**src/rtl/pipeline_chain_pkg.sv**
```systemverilog
// rtl/pipeline_chain_pkg.sv - shared types and default sizes for pipeline_chain
// Purpose : final-stage state encoding and default parameter values.
// Ports   : none (package).
package pipeline_chain_pkg;

   localparam int DEF_WIDTH  = 8;
   localparam int DEF_STAGES = 4;
   localparam int DEF_HOLD_W = 4;

   typedef enum logic [1:0] {
      IDLE    = 2'd0,
      HOLD    = 2'd1,
      PRESENT = 2'd2
   } fin_state_e;

endpackage

```
**src/rtl/pipe_stage.sv**
```systemverilog
// rtl/pipe_stage.sv - one valid/data register stage that adds a constant on capture
// Purpose : holds one item; captures in_data + ADD when upstream is valid and
//           this stage is free or emptying in the same cycle.
// Ports   : clk, rst_n        clock, async active-low reset
//           in_valid, in_data upstream item
//           out_ready         next stage accepts this cycle
//           out_valid, out_data held item
module pipe_stage #(
   parameter int WIDTH = 8,
   parameter int ADD   = 1
) (
   input  logic             clk,
   input  logic             rst_n,
   input  logic             in_valid,
   input  logic [WIDTH-1:0] in_data,
   input  logic             out_ready,
   output logic             out_valid,
   output logic [WIDTH-1:0] out_data
);

   localparam logic [WIDTH-1:0] ADD_C = WIDTH'(ADD);

   logic             valid_q, valid_d;
   logic [WIDTH-1:0] data_q, data_d;
   logic             capture;

   always_comb begin
      valid_d = valid_q;
      data_d  = data_q;
      // Free, or releasing this cycle: capture and release together is lossless.
      capture = in_valid && (!valid_q || out_ready);
      if (capture) begin
         valid_d = 1'b1;
         data_d  = in_data + ADD_C;
      end else if (out_ready) begin
         valid_d = 1'b0;
      end
   end

   always_ff @(posedge clk or negedge rst_n) begin
      if (!rst_n) begin
         valid_q <= 1'b0;
         data_q  <= '0;
      end else begin
         valid_q <= valid_d;
         data_q  <= data_d;
      end
   end

   assign out_valid = valid_q;
   assign out_data  = data_q;

endmodule

```
**src/rtl/pipeline_chain.sv**
```systemverilog
// rtl/pipeline_chain.sv - valid/ready register chain with an add per stage and a holding final stage
// Purpose : STAGES-1 generic stages (pipe_stage) followed by a final stage FSM
//           (IDLE/HOLD/PRESENT) that waits hold_cfg cycles before presenting.
//           Optional macro PIPELINE_CHAIN_STATS_EN adds saturating stall and
//           transfer counters.
// Ports   : fast_clk, rst_n          clock, async active-low reset
//           in_valid/in_ready/in_data upstream handshake
//           out_valid/out_ready/out_data downstream handshake
//           hold_cfg                  extra wait cycles of the final stage
//           occupancy                 number of stages holding an item
//           stall_cycles, xfer_count  (PIPELINE_CHAIN_STATS_EN only)
module pipeline_chain
   import pipeline_chain_pkg::*;
#(
   parameter int WIDTH  = DEF_WIDTH,
   parameter int STAGES = DEF_STAGES,
   parameter int HOLD_W = DEF_HOLD_W
) (
   input  logic                       fast_clk,
   input  logic                       rst_n,
   input  logic                       in_valid,
   output logic                       in_ready,
   input  logic [WIDTH-1:0]           in_data,
   output logic                       out_valid,
   input  logic                       out_ready,
   output logic [WIDTH-1:0]           out_data,
   input  logic [HOLD_W-1:0]          hold_cfg,
`ifdef PIPELINE_CHAIN_STATS_EN
   output logic [31:0]                stall_cycles,
   output logic [31:0]                xfer_count,
`endif
   output logic [$clog2(STAGES+1)-1:0] occupancy
);

   localparam int               OCC_W    = $clog2(STAGES+1);
   localparam logic [WIDTH-1:0] FIN_ADD  = WIDTH'(STAGES);

   logic                rst_done_q, rst_done_d;
   logic [STAGES-2:0]   vld;
   logic [STAGES-1:0]   rdy;
   logic [WIDTH-1:0]    dat [STAGES-1];

   fin_state_e          state_q, state_d;
   logic [HOLD_W-1:0]   cnt_q, cnt_d;
   logic [WIDTH-1:0]    fdata_q, fdata_d;
   logic                fin_ready, fin_capture;
   logic [OCC_W-1:0]    occ_q, occ_d;
   logic                in_xfer, out_xfer;

   genvar gi;
   generate
      for (gi = 0; gi < STAGES-1; gi++) begin : g_stage
         if (gi == 0) begin : g_first
            pipe_stage #(.WIDTH(WIDTH), .ADD(1)) u_stage (
               .clk       (fast_clk),
               .rst_n     (rst_n),
               .in_valid  (in_valid && rst_done_q),
               .in_data   (in_data),
               .out_ready (rdy[1]),
               .out_valid (vld[0]),
               .out_data  (dat[0])
            );
         end else begin : g_mid
            pipe_stage #(.WIDTH(WIDTH), .ADD(gi+1)) u_stage (
               .clk       (fast_clk),
               .rst_n     (rst_n),
               .in_valid  (vld[gi-1]),
               .in_data   (dat[gi-1]),
               .out_ready (rdy[gi+1]),
               .out_valid (vld[gi]),
               .out_data  (dat[gi])
            );
         end
      end
   endgenerate

   // Ready ripples back from the final stage in one combinational pass.
   always_comb begin
      logic r;
      rdy             = '0;
      r               = fin_ready;
      rdy[STAGES-1]   = fin_ready;
      for (int k = STAGES-2; k >= 0; k--) begin
         r      = !vld[k] || r;
         rdy[k] = r;
      end
   end

   // rst_done_q keeps in_ready low until the first edge after reset release.
   assign in_ready  = rdy[0] && rst_done_q;
   assign out_valid = (state_q == PRESENT);
   assign out_data  = fdata_q;
   assign occupancy = occ_q;

   assign fin_ready   = (state_q == IDLE) || ((state_q == PRESENT) && out_ready);
   assign fin_capture = vld[STAGES-2] && fin_ready;
   assign in_xfer     = in_valid && in_ready;
   assign out_xfer    = out_valid && out_ready;

   always_comb begin
      state_d    = state_q;
      cnt_d      = cnt_q;
      fdata_d    = fdata_q;
      rst_done_d = 1'b1;
      occ_d      = occ_q + OCC_W'(in_xfer) - OCC_W'(out_xfer);
      case (state_q)
         HOLD: begin
            // Count sampled at capture; PRESENT on the edge it would reach zero.
            if (cnt_q <= HOLD_W'(1)) begin
               state_d = PRESENT;
               cnt_d   = '0;
            end else begin
               cnt_d   = cnt_q - HOLD_W'(1);
            end
         end
         PRESENT: if (out_ready) state_d = IDLE;
         default: ;
      endcase
      if (fin_capture) begin
         fdata_d = dat[STAGES-2] + FIN_ADD;
         if (hold_cfg != '0) begin
            state_d = HOLD;
            cnt_d   = hold_cfg;
         end else begin
            state_d = PRESENT;
         end
      end
   end

   always_ff @(posedge fast_clk or negedge rst_n) begin
      if (!rst_n) begin
         state_q    <= IDLE;
         cnt_q      <= '0;
         fdata_q    <= '0;
         occ_q      <= '0;
         rst_done_q <= 1'b0;
      end else begin
         state_q    <= state_d;
         cnt_q      <= cnt_d;
         fdata_q    <= fdata_d;
         occ_q      <= occ_d;
         rst_done_q <= rst_done_d;
      end
   end

`ifdef PIPELINE_CHAIN_STATS_EN
   logic [31:0] stall_q, stall_d, xfer_q, xfer_d;

   always_comb begin
      stall_d = stall_q;
      xfer_d  = xfer_q;
      if (out_valid && !out_ready && (stall_q != '1)) stall_d = stall_q + 32'd1;
      if (out_xfer && (xfer_q != '1))                 xfer_d  = xfer_q + 32'd1;
   end

   always_ff @(posedge fast_clk or negedge rst_n) begin
      if (!rst_n) begin
         stall_q <= '0;
         xfer_q  <= '0;
      end else begin
         stall_q <= stall_d;
         xfer_q  <= xfer_d;
      end
   end

   assign stall_cycles = stall_q;
   assign xfer_count   = xfer_q;
`endif

endmodule

```
**config.mk**
```make
export PLATFORM = sky130hd
export DESIGN_NAME = pipeline_chain
export DESIGN_NICKNAME = d
export VERILOG_FILES = /design/src/rtl/pipeline_chain_pkg.sv /design/src/rtl/pipe_stage.sv /design/src/rtl/pipeline_chain.sv
export SDC_FILE = /design/constraint.sdc
export NUM_CORES = 1
export LEC_CHECK = 0
export ABC_AREA = 1
export BUFFER_PORTS_ARGS = -buffer_cell sky130_fd_sc_hd__buf_2
export CAP_MARGIN = 25
export CORE_AREA = 2 2 77 79
export CTS_BUF_LIST = sky130_fd_sc_hd__clkbuf_16
export DETAILED_ROUTE_END_ITERATION = 10
export DIE_AREA = 0 0 79 81
export GPL_TIMING_DRIVEN = 0
export PLACE_DENSITY = 0.67
export SLEW_MARGIN = 30
export SYNTH_ARGS = -nofsm -noshare
export SYNTH_HDL_FRONTEND = slang
export SYNTH_SLANG_ARGS = --single-unit
```
**constraint.sdc**
```tcl
create_clock -name fast_clk -period 1.9 [get_ports fast_clk]
set_input_delay 0 -clock fast_clk [delete_from_list [all_inputs] [get_ports fast_clk]]
set_output_delay 0 -clock fast_clk [all_outputs]
set_load 0.02 [all_outputs]
```
=== Yosys cells after proc, flatten, opt, wreduce, memory -nomap -nowiden ===
Cells that the tools add are included.
Widths: inputs -> output; s select.

* Register bits: 45

* $add $sub $neg: 7
* Eq/ne operators: 4
* $lt $le $gt $ge: 1
* Reduce and logical (&&, ||, !) cells: 22
* Muxes and demuxes: 15

{| class="wikitable"
|+ Operators by type and width
! kind !! count
|-
| $add 8x2->8 const B || 2
|-
| $mux 4 || 4
|-
| $add 8x1->8 const B || 1
|-
| $add 8x3->8 const B || 1
|-
| $logic_and 1x1->1 || 8
|-
| $mux 2 || 4
|-
| $mux 1 || 6
|-
| $reduce_bool 2->1 || 3
|-
| $le 4x1->1 const B || 1
|-
| $logic_or 1x1->1 || 4
|-
| $pmux 2 s2 || 1
|-
| $reduce_bool 4->1 || 1
|-
| $sub 4x1->4 const B || 1
|-
| $add 3x1->3 || 1
|-
| $logic_not 1->1 || 3
|-
| $ne 3x1->1 const B || 1
|-
| $ne 3x3->1 const B || 1
|-
| $reduce_and 3->1 || 1
|-
| $reduce_bool 3->1 || 1
|-
| $sub 3x1->3 || 1
|-
| $eq 2x1->1 const B || 1
|-
| $eq 2x2->1 const B || 1
|-
| $logic_not 2->1 || 1
|}

=== Longest topological paths before layout ===
Gate-level depths: netlist of run 1.

* Depth in word-level cells: 10
* Mapped depth: 11
* Gate-level depth less buffers: 11

=== By module ===
A second synthesis of run 1 with hierarchy kept.

* Cells, all modules: 315
* Area, all modules: 2471.1 um^2

{| class="wikitable"
|+ Modules (own cells, without submodules)
! module !! area each (um^2) !! sequential area each (um^2) !! instances !! cells an instance
|-
| pipeline_chain || 1029.7 || 450.4 || 1 || 127
|-
| pipe_stage (g_stage[0].g_first.u_stage ...) || 465.4 || 225.2 || 2 || 60
|-
| pipe_stage (g_stage[2].g_mid.u_stage) || 510.5 || 225.2 || 1 || 68
|}

=== Worst setup path before layout of run 1 ===
No wires, ideal clock.

* Path type: register to register
* From: register state_q[0]
* To: register occ_q[2], in the netlist occupancy[2]
* Period minus slack after synthesis: 2021 ps
* Arrival time: 1891 ps
* Setup slack: -121 ps
* Stages on the path, launching flop included: 11
* Cell sequence: dfrtp_1 inv_1 nand2_2 nand4_2 nand2_2 ha_1 inv_1 ha_1 fa_1 xnor2_1 xor2_1

* Word-level cells in the longest chain between the ends: 10

{| class="wikitable"
|+ RTL lines
! item !! RTL line !! text
|-
| start: declaration || pipeline_chain.sv:43 || <nowiki>fin_state_e state_q, state_d;</nowiki>
|-
| start signal: assignment || pipeline_chain.sv:138 || <nowiki>state_q <= state_d;</nowiki>
|-
| $eq 2x2->1 || pipeline_chain.sv:91, pipeline_chain.sv:95 ||
|-
| $logic_and 1x1->1 || pipeline_chain.sv:95, pipeline_chain.sv:98 ||
|-
| $logic_or 1x1->1 || pipeline_chain.sv:95 || <nowiki>assign fin_ready = (state_q == IDLE) || ((state_q == PRESENT) && out_ready);</nowiki>
|-
| $logic_or 1x1->1 (3 in series) || pipeline_chain.sv:84 || <nowiki>r = !vld[k] || r;</nowiki>
|-
| $logic_and 1x1->1 || pipeline_chain.sv:90 || <nowiki>assign in_ready = rdy[0] && rst_done_q;</nowiki>
|-
| $logic_and 1x1->1 || pipeline_chain.sv:97 || <nowiki>assign in_xfer = in_valid && in_ready;</nowiki>
|-
| $add 3x1->3 || pipeline_chain.sv:105 || <nowiki>occ_d = occ_q + OCC_W'(in_xfer) - OCC_W'(out_xfer);</nowiki>
|-
| $sub 3x1->3 (*) || pipeline_chain.sv:105 ||
|-
| via occ_d[2] || pipeline_chain.sv:47 || <nowiki>logic [OCC_W-1:0] occ_q, occ_d;</nowiki>
|-
| end signal: assignment || pipeline_chain.sv:135 || <nowiki>occ_q <= '0;</nowiki>
|-
| end signal: assignment || pipeline_chain.sv:141 || <nowiki>occ_q <= occ_d;</nowiki>
|-
| end: declaration || pipeline_chain.sv:47 ||
|}

Mark *: on every way through the listed nets, which the timed path passes. The rest lies on a longest branch.
A chain may end at the register's enable or synchronous reset.

=== Worst setup path in the final report of run 1 ===
* From: register state_q[1]
* To: register occ_q[2], in the netlist occupancy[2]

The elaborated chain is that of the path after synthesis.

==> metrics.txt, run 1 <==
status complete, but fails checks; violated checks negative setup slack; Ant. Diodes 0; leakage 1.59 nW; Via density 4.49; Vias 1898; worst setup margin -0.0597 ns; Cell Rows 28; top post-synthesis cells by area dfrtp_1 (47%), nand2_1 (15%), nand3_1 (5.6%); Syn Nets 322; Worst Path Required 2.07 ns; Seq/Total Area, Yosys 0.466; top post-synthesis cells by count nand2_1 (99), dfrtp_1 (45), inv_1 (33); peak supply drop 0.697 mV; mux cell area share after synthesis 0; CTS tree yes; CTS Buf Count 5; top-count cell post-synth nand2_1; synthesized area per cell 8.13 sq um; worst reg2reg startpoint state_q[1]; # port buffers 28; post-synthesis cell area 0.00242 sq mm; Placed Cells 400; simple-gate portion of the synthesized area 0.295; Syn-to-layout area delta 24.6%; crit path time final 1.96 ns; Core Area 0.00568 sq mm; Max transition margin 0.634; WL final 4.32 mm; CP Cell Sequence nand2_2, nand2_4, nand4_4, nand2_4, ha_4, inv_2, ha_4, fa_2, xnor2_2, xor2_1; Tcrit/Tclk final 1.03; ys async rst share 1.00; fraction of layout instances using a drive strength above 1 0.227; power per cell area 1420 mW/mm^2; H-tree depth 2; first-pass GRT wire length 7.73 mm; Crit. End Element flop; RSZ-0062 raised after global routing yes; CP delay by family, top adder cells; FF-to-FF path depth 10; final cell count without fillers 423; final net count 372; Cell variety after synth 24; DRT antenna net count 0; crit path to occupancy[2]; crit path max-delay cell type dfrtp_1; Worst Path Arrival 2.13 ns; area leader, netlist dfrtp_1; Levels on crit path 10; RR Endpoint occupancy[2]; Slew Viols, Final 0; die area 0.00640 sq mm; number of fill cells 556; CP max FO 3; area of the multi-input gates 0.00117 sq mm; Tightest Pin Transition 0.549 ns; largest net degree at the start of global routing 46; FF-to-FF setup slack -0.06 ns; Die Span Y 81 um; Die Span X 79 um; synth warn 0; Fmax achieved 0.510 GHz; worst min-delay path category input port to flop; Synth Register Bits 45; Reg clk slew, reported paths 0.06 ns; Tot GR Track Use 0.154; vias in the first global route 1860; global route overflow 0; CTS Sinks 45; Iter 0 DRT Violations 68; hpwl dp 3.09 mm; Final Power 4.28 mW; Synth Area in Compound Gates 0.0544; RePlAce Congestion 0.818; WL/cell 10.2 um; FF+latch area 0.00113 sq mm; starting density of the core 0.426; number of synthesized flops with an enable pin 0; Root Driver clkbuf_16; critical path type flop to flop; antenna violations before repair 0; Skew-Pair Late Insertion Delay 0.28 ns; iteration count of the initial detailed-routing pass 4; Synth top area share 0.466; adder-cell share of the synthesized area 0.0497; largest family of logic cells by synthesized area simple AND/OR/NAND/NOR gates; ys flop type dfrtp_1; drt drc 0; CP max stage delay 0.42 ns; XOR/XNOR Fraction of Synth Area 0.0580; # setup viols final 1; Crit. Startpoint state_q[1]; synthesized instance count 297; I/O pins 29; Startpoint Class flop; total negative setup slack -0.0597 ns; clock tree buffer depth 2; sum of buffers and inverters on the critical path 1; Final Hold Viols 0; max cap viols 0; Clock Skew 0.00341 ns
## cells by family (layout without fill, tap and decap cells)
logic type               Yosys count  in the layout
AND/OR/NAND/NOR                  161            161
XOR/XNOR                          16             16
buffers and inverters             41             92
AO/OA/AOI/OAI                     24             24
adder cells (fa/ha/maj)            9              9
flip-flops                        45             45
other                              1              1
## worst min-delay path, stage by stage
cell and delay (ns):
buf_2 0.11, xor2_1 0.06, nand3_1 0.06, nand2_1 0.04
## power breakdown
part | total, mW | internal (mW) | switching (mW)
clock network | 0.940 | 0.610 | 0.330
registers | 1.63 | 1.32 | 0.313
logic | 1.71 | 0.714 | 0.994
total | 4.28 | 2.64 | 1.64
## layout by cell type (no fill, tap or decap)
cell type / netlist / layout
ha_4: 0 / 2
buf_12: 1 / 1
nand3_1: 27 / 27
o21ai_0: 8 / 8
nand2_2: 12 / 10
nand2_4: 2 / 5
buf_6: 1 / 1
nand4_1: 3 / 3
inv_2: 2 / 3
buf_2: 2 / 29
ha_1: 8 / 6
nand3_2: 2 / 2
buf_4: 0 / 10
inv_1: 33 / 32
clkinv_1: 1 / 1
fa_2: 0 / 1
dlygate4sd3_1: 0 / 6
bufinv_16: 0 / 1
xnor2_1: 5 / 4
nor2_1: 15 / 14
o21ai_1: 13 / 13
inv_4: 1 / 2
clkbuf_16: 0 / 5
xnor2_2: 0 / 1
o21ai_2: 3 / 3
nand4_4: 0 / 1
nor2_2: 0 / 1
conb_1: 1 / 1
clkinv_2: 0 / 1
nand2_1: 99 / 98
xor2_1: 11 / 11
dfrtp_1: 45 / 45
## timing repair
item	CTS	global route
pin swaps	4	7
setup endpoints to repair	2	1
buffers inserted	5	4
hold buffers	6	0
resized for setup	7	2
endpoints found under the hold margin	50	0
## layout make-up
| class | count | area share |
|---|---|---|
| tap | 75 | 0.0312 |
| timing repair buffer | 43 | 0.0898 |
| sequential | 45 | 0.374 |
| multi-input combinational | 211 | 0.389 |
| clock inverter | 3 | 0.0125 |
| clock buffer | 5 | 0.0416 |
| inverter | 37 | 0.0482 |
| buffer | 4 | 0.0137 |
## state kept, by name (all words and copies together), names as in the netlist
name / cells
g_stage.g_first.u_stage.out_data: 8
g_stage.g_first.u_stage.out_valid: 1
cnt_q: 4
rst_done_q: 1
state_q: 2
occupancy: 3
out_data: 8
g_stage.g_mid.u_stage.out_data: 16
g_stage.g_mid.u_stage.out_valid: 2
## layer usage
| metal | GRT usage | wire, um | up-vias |
|---|---|---|---|
| met5 | 0 | 0 | - |
| met3 | 0.0367 | 143 | 4 |
| met1 | 0.170 | 1860 | 835 |
| li1 | - | - | 1031 |
| met4 | 0.0466 | 51 | 0 |
| met2 | 0.295 | 2270 | 28 |
## worst min path at each step
stage | from | endpoint | slack [ns] | cells after the start
floorplan | rst_n | cnt_q[0] | -0.30 | 0
global placement | rst_n | occupancy[0] | 0.22 | 1
detailed placement | rst_n | rst_done_q | 0.03 | 1
CTS | in_data[7] | g_stage[0].g_first.u_stage.out_data[7] | 0.03 | 4
global route | in_data[7] | g_stage[0].g_first.u_stage.out_data[7] | 0.06 | 4
finish | in_data[3] | g_stage[0].g_first.u_stage.out_data[3] | 0.04 | 4
## through the flow
step	cell area, sq um	hold slack, ns	utilization	setup WS [ns]
2_1_floorplan	2450	-0.296	-	-0.0258
3_3_place_gp	2680	0.216	0.473	-0.114
3_5_place_dp	2690	0.0290	0.473	-0.146
4_1_cts	2970	0.0317	0.524	-0.0553
5_1_grt	3010	0.0579	0.530	-0.155
6_report	3010	0.0351	0.530	-0.0597
No activity file was read; power rests on OpenSTA's default activity.
==> inputs of run 2 (changes only) <==
- CELL_PAD_IN_SITES_DETAIL_PLACEMENT: default -> 1
- CELL_PAD_IN_SITES_GLOBAL_PLACEMENT: default -> 1
- CORE_AREA: 2 2 77 79 -> 2 2 82 84
- DIE_AREA: 0 0 79 81 -> 0 0 84 86
- PLACE_DENSITY: 0.67 -> 0.76
- clock period: 1.9 -> 1.6 ns (I/O delays scaled with it)
==> metrics.txt, run 2 (synthesized netlist as in run 1, its figures left out) <==
status complete, but fails checks (unchanged); violated checks negative setup slack (unchanged); Sw Share 0.404 (was 0.382); Iter 0 DRT Violations 41 (was 68); Cell Rows 29 (was 28); CTS tree yes (unchanged); Slew Viols, Final 0 (unchanged); most common cell after layout, fill and taps aside nand2_1 (unchanged); P_sw 2.06 mW (was 1.64 mW); crit path time final 1.91 ns (was 1.96 ns); Worst Path Required 1.77 ns (was 2.07 ns); final net count 373 (was 372); starting density of the core 0.385 (was 0.426); H-tree depth 2 (unchanged); Comb pwr share 0.434 (was 0.399); antenna violations before repair 0 (unchanged); die area 0.00722 sq mm (was 0.00640 sq mm); largest net degree at the start of global routing 46 (unchanged); Skew-Pair Late Insertion Delay 0.29 ns (was 0.28 ns); CTS Sinks 45 (unchanged); Final Hold Viols 0 (unchanged); DP Worst Slack -0.467 ns (was -0.146 ns); Fmax achieved 0.524 GHz (was 0.510 GHz); Final Util 0.478 (was 0.530); CP max FO 4 (was 3); WL/cell 12.4 um (was 10.2 um); max cap viols 0 (unchanged); Placed Cells 402 (was 400); Worst Path Arrival 2.08 ns (was 2.13 ns); Vias 2011 (was 1898); Tcrit/Tclk final 1.19 (was 1.03); RePlAce Congestion 0.790 (was 0.818); RSZ-0062 raised after global routing yes (unchanged); Largest register FFs 16 (unchanged); first-pass GRT wire length 9.67 mm (was 7.73 mm); DRT antenna net count 0 (unchanged); # setup viols final 2 (was 1); power per cell area 1700 mW/mm^2 (was 1420 mW/mm^2); Max transition margin 0.606 (was 0.634); Tightest Pin Transition 0.585 ns (was 0.549 ns); vias in the first global route 2253 (was 1860); Reg clk slew, reported paths 0.06 ns (about the same); clock share of power 0.187 (was 0.220); Die Span X 84 um (was 79 um); most frequent cells in the layout nand2_1 (98), dfrtp_1 (45), inv_1 (31) (was nand2_1 (98), dfrtp_1 (45), inv_1 (32)); critical path type flop to flop (unchanged); Core Area 0.00628 sq mm (was 0.00568 sq mm); final cell count without fillers 424 (was 423); # port buffers 28 (unchanged); Syn-to-layout area delta 24.3% (was 24.6%); hpwl dp 3.79 mm (was 3.09 mm); sequential share of power 0.379 (was 0.381); clock tree buffer depth 2 (unchanged); global route overflow 0 (unchanged); Die Span Y 86 um (was 81 um); iteration count of the initial detailed-routing pass 4 (unchanged); Clock Skew 0.00798 ns (was 0.00341 ns); leakage 1.58 nW (was 1.59 nW); Startpoint Class flop (unchanged); drt drc 0 (unchanged); fraction of layout instances using a drive strength above 1 0.239 (was 0.227); WL final 5.25 mm (was 4.32 mm); Via density 4.74 (was 4.49); cell internal pwr 3.04 mW (was 2.64 mW); Tot GR Track Use 0.167 (was 0.154); worst setup margin -0.308 ns (was -0.0597 ns); I/O pins 29 (unchanged); Ant. Diodes 0 (unchanged); CTS Buf Count 5 (unchanged); Root Driver clkbuf_16 (unchanged); peak supply drop 0.934 mV (was 0.697 mV); worst min-delay path category input port to flop (unchanged); Crit. End Element flop (unchanged)
run 2: cell count changes in the layout (fill, tap and decap cells not counted), sizes merged:
cell	previous run	this run
inv	37	35
bufinv	1	0
buf	41	42
clkinv	2	3
run 2: metrics by stage:
step / setup TNS, ns / hold WS [ns] / power, mW / area (sq um)
after floorplan: -0.429 / -0.296 / 3.33 / 2460
after global placement: -0.626 / 0.215 / 3.76 / 2700
after detailed placement: -0.756 / 0.0404 / 3.91 / 2700
after CTS: -0.473 / 0.0313 / 5.07 / 2970
after global routing: -0.616 / 0.0629 / 5.55 / 3000
final: -0.445 / 0.0369 / 5.10 / 3000
run 2: final cells by class:
type,count,area (sq um)
timing repair buffer,45,285
clock inverter,1,5.00
inverter,37,145
clock buffer,5,125
fill,786,3270
sequential,45,1130
buffer,3,36.3
tap,77,96.3
multi-input combinational,211,1180
run 2: path summary, 6_finish.rpt:
path                                                           to  slack, ns          from  depth (start not counted)
min in group asynchronous                                cnt_q[3]       0.25         rst_n                          2
max in group asynchronous  g_stage[0].g_first.u_stage.out_data[6]       0.94         rst_n                          2
setup reg to reg                                     occupancy[2]      -0.31    state_q[1]                          9
setup / recovery                                     occupancy[2]      -0.31    state_q[1]                          9
hold / removal             g_stage[0].g_first.u_stage.out_data[3]       0.04    in_data[3]                          4
hold reg to reg                                      occupancy[2]       0.47  occupancy[2]                          1
run 2: routing by layer:
layer,GRT usage,wire length [um]
met1,0.166,2080
met2,0.324,2840
met3,0.0395,179
met4,0.0792,148
met5,0,0
run 2: power groups by stage:
stage | clock, mW | sequential, mW | combinational (mW)
floorplan | 0 | 2.05 | 1.27
global placement | 0 | 1.93 | 1.83
detailed placement | 0 | 1.96 | 1.96
CTS | 0.984 | 1.93 | 2.15
global route | 1.02 | 2.01 | 2.51
finish | 0.951 | 1.93 | 2.21
run 2: critical path: stages (launching register included):
cell	delay, ns
dfrtp_1	0.39
buf_4	0.15
nand2_2	0.11
nor2_2	0.06
ha_4	0.25
inv_2	0.04
ha_4	0.15
fa_2	0.35
xnor2_2	0.15
xor2_1	0.14
run 2: what timing repair did:
action,4_1_cts,5_1_grt
setup endpoints to repair,2,8
setup buffers,9,2
resized for setup,4,6
hold buffers,6,0
hold endpoints to repair,50,0
pin swaps,3,2
cloned,0,0
